<file path="config.mk">
export PLATFORM = sky130hd
export DESIGN_NAME = niosii_system_sysid_checker_timeout_cnt
export DESIGN_NICKNAME = d
export VERILOG_FILES = /design/src/rtl/niosii_system_sysid_checker_timeout_cnt.sv
export SDC_FILE = /design/constraint.sdc
export NUM_CORES = 1
export LEC_CHECK = 0
export ABC_CLOCK_PERIOD_IN_PS = 2600
export BUFFER_PORTS_ARGS = -buffer_cell sky130_fd_sc_hd__buf_2
export CAP_MARGIN = 20
export CORE_AREA = 2 2 39 41
export DETAILED_ROUTE_END_ITERATION = 8
export DIE_AREA = 0 0 41 43
export PLACE_DENSITY = 0.55
export SETUP_SLACK_MARGIN = 0.4
export SYNTH_ARGS = -nofsm -noshare
export SYNTH_HDL_FRONTEND = slang
export SYNTH_SLANG_ARGS = --single-unit
</file>
<file path="constraint.sdc">
create_clock -name clock -period 2.6 [get_ports clock]
set_input_delay 0.52 -clock clock [delete_from_list [all_inputs] [get_ports clock]]
set_output_delay 0.52 -clock clock [all_outputs]
set_load 0.005 [all_outputs]
</file>
<file path="src/rtl/niosii_system_sysid_checker_timeout_cnt.sv">
// Per-read watchdog: loadable down-counter that flags the TIMEOUT_CYCLES-th
// enabled cycle since the last clear.
module niosii_system_sysid_checker_timeout_cnt #(
  parameter int TIMEOUT_CYCLES = 255,
  parameter int CNT_W          = $clog2(TIMEOUT_CYCLES + 1)
) (
  input  logic clock,
  input  logic reset_n,
  input  logic clear,
  input  logic enable,
  output logic expire
);

  logic [CNT_W-1:0] cnt;

  // Clear reloads the full budget; the count then reaches 1 on the last allowed cycle.
  always_ff @(posedge clock or negedge reset_n) begin
    if (!reset_n) begin
      cnt <= '0;
    end else if (clear) begin
      cnt <= CNT_W'(TIMEOUT_CYCLES);
    end else if (enable && cnt != '0) begin
      cnt <= cnt - 1'b1;
    end
  end

  assign expire = enable && (cnt == CNT_W'(1));

endmodule

</file>
## Word-level counts from Yosys, hierarchy flattened

Cells that the tools add are included.

- Word-level logic and storage cells: 9
- Bits in registers: 8
- Output and inout port bits: 1
- Input port bits: 4

- Mux-type cells: 2
- Add/subtract/negate cells: 1
- Eq/ne operators: 1
- Reductions and logical operators: 4

Operator list:

| operator | number |
|---|---|
| two-way mux 8 bit | 2 |
| equality test 8 x 1 -> 1 bit (second input constant) | 1 |
| nonzero test 8 bit | 1 |
| subtractor 8 x 1 -> 8 bit (second input constant) | 1 |
| logical AND 1 bit | 2 |
| nonzero test 2 bit | 1 |

## Logic depth before layout (Yosys ltp)

- Word-level depth: 4
- Mapped depth: 5
- Mapped depth without buffers: 5

## Least setup slack after synthesis

Ideal clock, no wire load.

- Kind: register to register
- Start point: reg cnt[0]
- End point: reg cnt[3]
- Cell stages (with the launch flop): 6
- Data required time: 2.468 ns
- Buffers on the path: 0
- Library setup time: 0.132 ns
- Clock period less this slack: 1.535 ns
- Data arrival time: 1.403 ns
- Slack: 1.065 ns
- Path through: dfrtp_1 -> inv_1 -> ha_1 -> nor4b_4 -> a2111oi_2 -> or3b_1

- Longest elaborated chain between the ends: 3

RTL lines:

| item | line | text |
|---|---|---|
| start: declaration | 14 | `logic [CNT_W-1:0] cnt;` |
| start signal: assignment | 21 | `cnt <= CNT_W'(TIMEOUT_CYCLES);` |
| start signal: assignment | 23 | `cnt <= cnt - 1'b1;` |
| subtractor 8 x 1 -> 8 bit or nonzero test 8 bit (tied branches) | 23, 22 |  |
| two-way mux 8 bit or logical AND 1 bit (tied branches) | 22 | `end else if (enable && cnt != '0) begin` |
| two-way mux 8 bit or nonzero test 2 bit (tied branches) | n/a |  |

Parallel ways exist; a longest one is shown, timed or not. The select of a mux whose other input is x is not followed.
A chain may end at the register's enable or synchronous reset.

## Worst setup path after layout

- Start point: reg cnt[2]
- End point: out expire

- Longest elaborated chain between the ends: 2

RTL lines:

| item | line | text |
|---|---|---|
| equality test 8 x 1 -> 1 bit | 27 | `assign expire = enable && (cnt == CNT_W'(1));` |
| logical AND 1 bit | 27 |  |
| end: declaration | 11 | `output logic expire` |

Every way passes these cells.

==> results.sh <==
export IMPL_cts_buffers=3
export IMPL_ir_worst_vdd_v=0.000236
export IMPL_slowest_delay_ns=0.46
export IMPL_synthArstFlopShare=1.00
export IMPL_critical_path_required_ns=2.08
export IMPL_grt_ovfl_total=0
export IMPL_cts_max_level=1
export IMPL_via_per_inst=5.46
export IMPL_p_leak_nw=0.229
export IMPL_antenna_found_initial=0
export IMPL_start_util=0.369
export IMPL_dp_cells=68
export IMPL_met3_length_microns=32
export IMPL_reg2reg_from="cnt[0]"
export IMPL_gp_congestion=0.782
export IMPL_stdcell_count=71
export IMPL_drive_gt1_frac=0.200
export IMPL_cp_end_kind="output pin"
export IMPL_synth_xor_area_frac=0
export IMPL_cap_violations=0
export IMPL_worstSetupStartpointType="register"
export IMPL_synth_top_area_cell="dfrtp_1"
export IMPL_grt_pass1_vias=384
export IMPL_yosys_area_share_simple=0.287
export IMPL_utilization=0.411
export IMPL_largestRegisters="cnt x8"
export IMPL_clk_pin_slew_ns=0.06
export IMPL_min_period_ns=2.02
export IMPL_synth_nets=56
export IMPL_diodes=0
export IMPL_grt_pass1_wl_mm=1.65
export IMPL_seq_area_frac_synth=0.392
export IMPL_finalHoldViolCount=0
export IMPL_cts_tree="done"
export IMPL_largest_reg_flops=8
export IMPL_cp_arrival_ns=1.50
export IMPL_postSynthCellCount=49
export IMPL_multi_input_area_sq_um=295
export IMPL_wl_met2_microns=481
export IMPL_grt_total_usage=0.145
export IMPL_synth_area_per_cell_sq_um=10.4
export IMPL_num_io_pins=5
export IMPL_report_power_total_w=0.000252
export IMPL_fp_coreArea_sq_um=1380
export IMPL_rsz0062_at_grt="false"
export IMPL_wl_met1_microns=431
export IMPL_ys_ff_latch=8
export IMPL_yosys_area_share_adder=0.0735
export IMPL_clock_fmax_mhz=494
export IMPL_area_growth_pct=11.5
export IMPL_netlist_area_sq_um=510
export IMPL_status="completed"
export IMPL_largest_register="cnt"
export IMPL_wire_per_inst_microns=13.6
export IMPL_synth_most_common_cell="dfrtp_1"
export IMPL_synth_top_family_by_area="simple AND/OR/NAND/NOR gates"
export IMPL_path_cells="nor3_1 > and3_1 > buf_2"
export IMPL_fin_skew_ns=0.00932
export IMPL_crit_fanout=7
export IMPL_ys_top_cells_by_count="dfrtp_1, nor2_1"
export IMPL_relSlewSlack=0.663
export IMPL_rows=14
export IMPL_setup_tns_ns=0
export IMPL_r2r_cells=5
export IMPL_cpMaxStageDelayCell="nor3_1"
export IMPL_hold_buffers=0
export IMPL_cts_sinks=8
export IMPL_highest_layer="met4"
export IMPL_synth_edff_count=0
export IMPL_ys_top_cells_by_area="dfrtp_1, ha_1, mux2i_1, nor4b_4, nor4_1"
export IMPL_ctsRootBufferMaster="clkbuf_4"
export IMPL_synth_compound_area_share=0.159
export IMPL_dp_hpwl_microns=737
export IMPL_drv_slew=0
export IMPL_die_y_microns=43
export IMPL_synth_cell_type_count=28
export IMPL_register_area_sq_um=200
export IMPL_cts_path_max_buffers=2
export IMPL_vias=388
export IMPL_die_w_microns=41
export IMPL_r2r_slack_ns=0.88
export IMPL_synth_area_mux_share=0.0588
export IMPL_crit_type="reg2out"
export IMPL_wl_microns=967
export IMPL_synth_ff_type="dfrtp_1"
export IMPL_drt_iter0_drc=1
export IMPL_holdCritPathClass="in2async"
export IMPL_portBuffers=4
export IMPL_ant_nets=0
export IMPL_power_density_nw_per_um2=443
export IMPL_final_period_utilization=0.779
export IMPL_finalNetCount=64
export IMPL_worst_pin_slew_ns=0.502
export IMPL_cts_resized=0
export IMPL_drt_pass1_iterations=2
export IMPL_yosysWarnings=0
export IMPL_fill_cells=144
export IMPL_die_area_sq_um=1760
export IMPL_drcViolationCount=0
export IMPL_clk_latency_ns=0.26
export IMPL_reg2reg_to="cnt[3]"
export IMPL_cts_setup_buffers=0
export IMPL_synth_top_area_frac=0.392
export IMPL_setup_viol=0
export IMPL_grt_max_degree=12
-- how the worst max path moves through the flow --
stage	from	endpoint	slack [ns]
finish	cnt[2]	expire	0.58
CTS	cnt[2]	expire	0.59
global route	cnt[2]	expire	0.49
floorplan	cnt[0]	cnt[3]	1.07
global placement	cnt[2]	expire	0.85
detailed placement	cnt[2]	expire	0.87
-- layout make-up --
class | count | share of cell area
multi-input cells | 37 | 0.519
flip-flops and latches | 8 | 0.352
clock buffers | 3 | 0.0396
repair buffers | 4 | 0.0352
well taps | 16 | 0.0352
inverters | 3 | 0.0198
-- layer usage --
layer,GRT usage,vias up
met5,0,-
li1,-,196
met2,0.209,5
met4,0.107,0
met1,0.178,185
met3,0.0314,2
-- through the flow --
stage	hold slack, ns	setup WS, ns	cell area, sq um
2_1_floorplan	0.224	1.07	510
3_3_place_gp	0.376	0.855	547
3_5_place_dp	0.376	0.869	547
4_1_cts	0.0972	0.587	569
5_1_grt	0.107	0.487	569
6_report	0.0864	0.575	569
-- cell usage in the layout, fill, tap and decap left out, types with 2 or more instances in the layout --
master	instances
inv_1	3
nor2_1	4
nand2_1	3
clkbuf_4	3
dfrtp_1	8
ha_1	3
nor4_1	3
mux2i_1	3
nor2b_1	2
buf_2	4
-- where the power goes --
group / internal (W) / switching (W) / total (W)
clock: 0.0000530 / 0.0000450 / 0.0000980
sequential: 0.000128 / 0.00000404 / 0.000132
combinational: 0.00000929 / 0.0000133 / 0.0000226
-- worst max-delay path: cells and delay by family, from the launching register on --
kind	cells	cell delay (ns)
DFF	1	0.44
buffers and inverters	1	0.11
and+or+nand+nor	2	0.69
-- cell families after synthesis --
kind of cell / Yosys count
fa+ha+maj: 3
buf+inv: 4
simple gates: 21
flops: 8
mux: 3
compound gates: 10
Note: power is estimated with default switching activity, not from simulation.
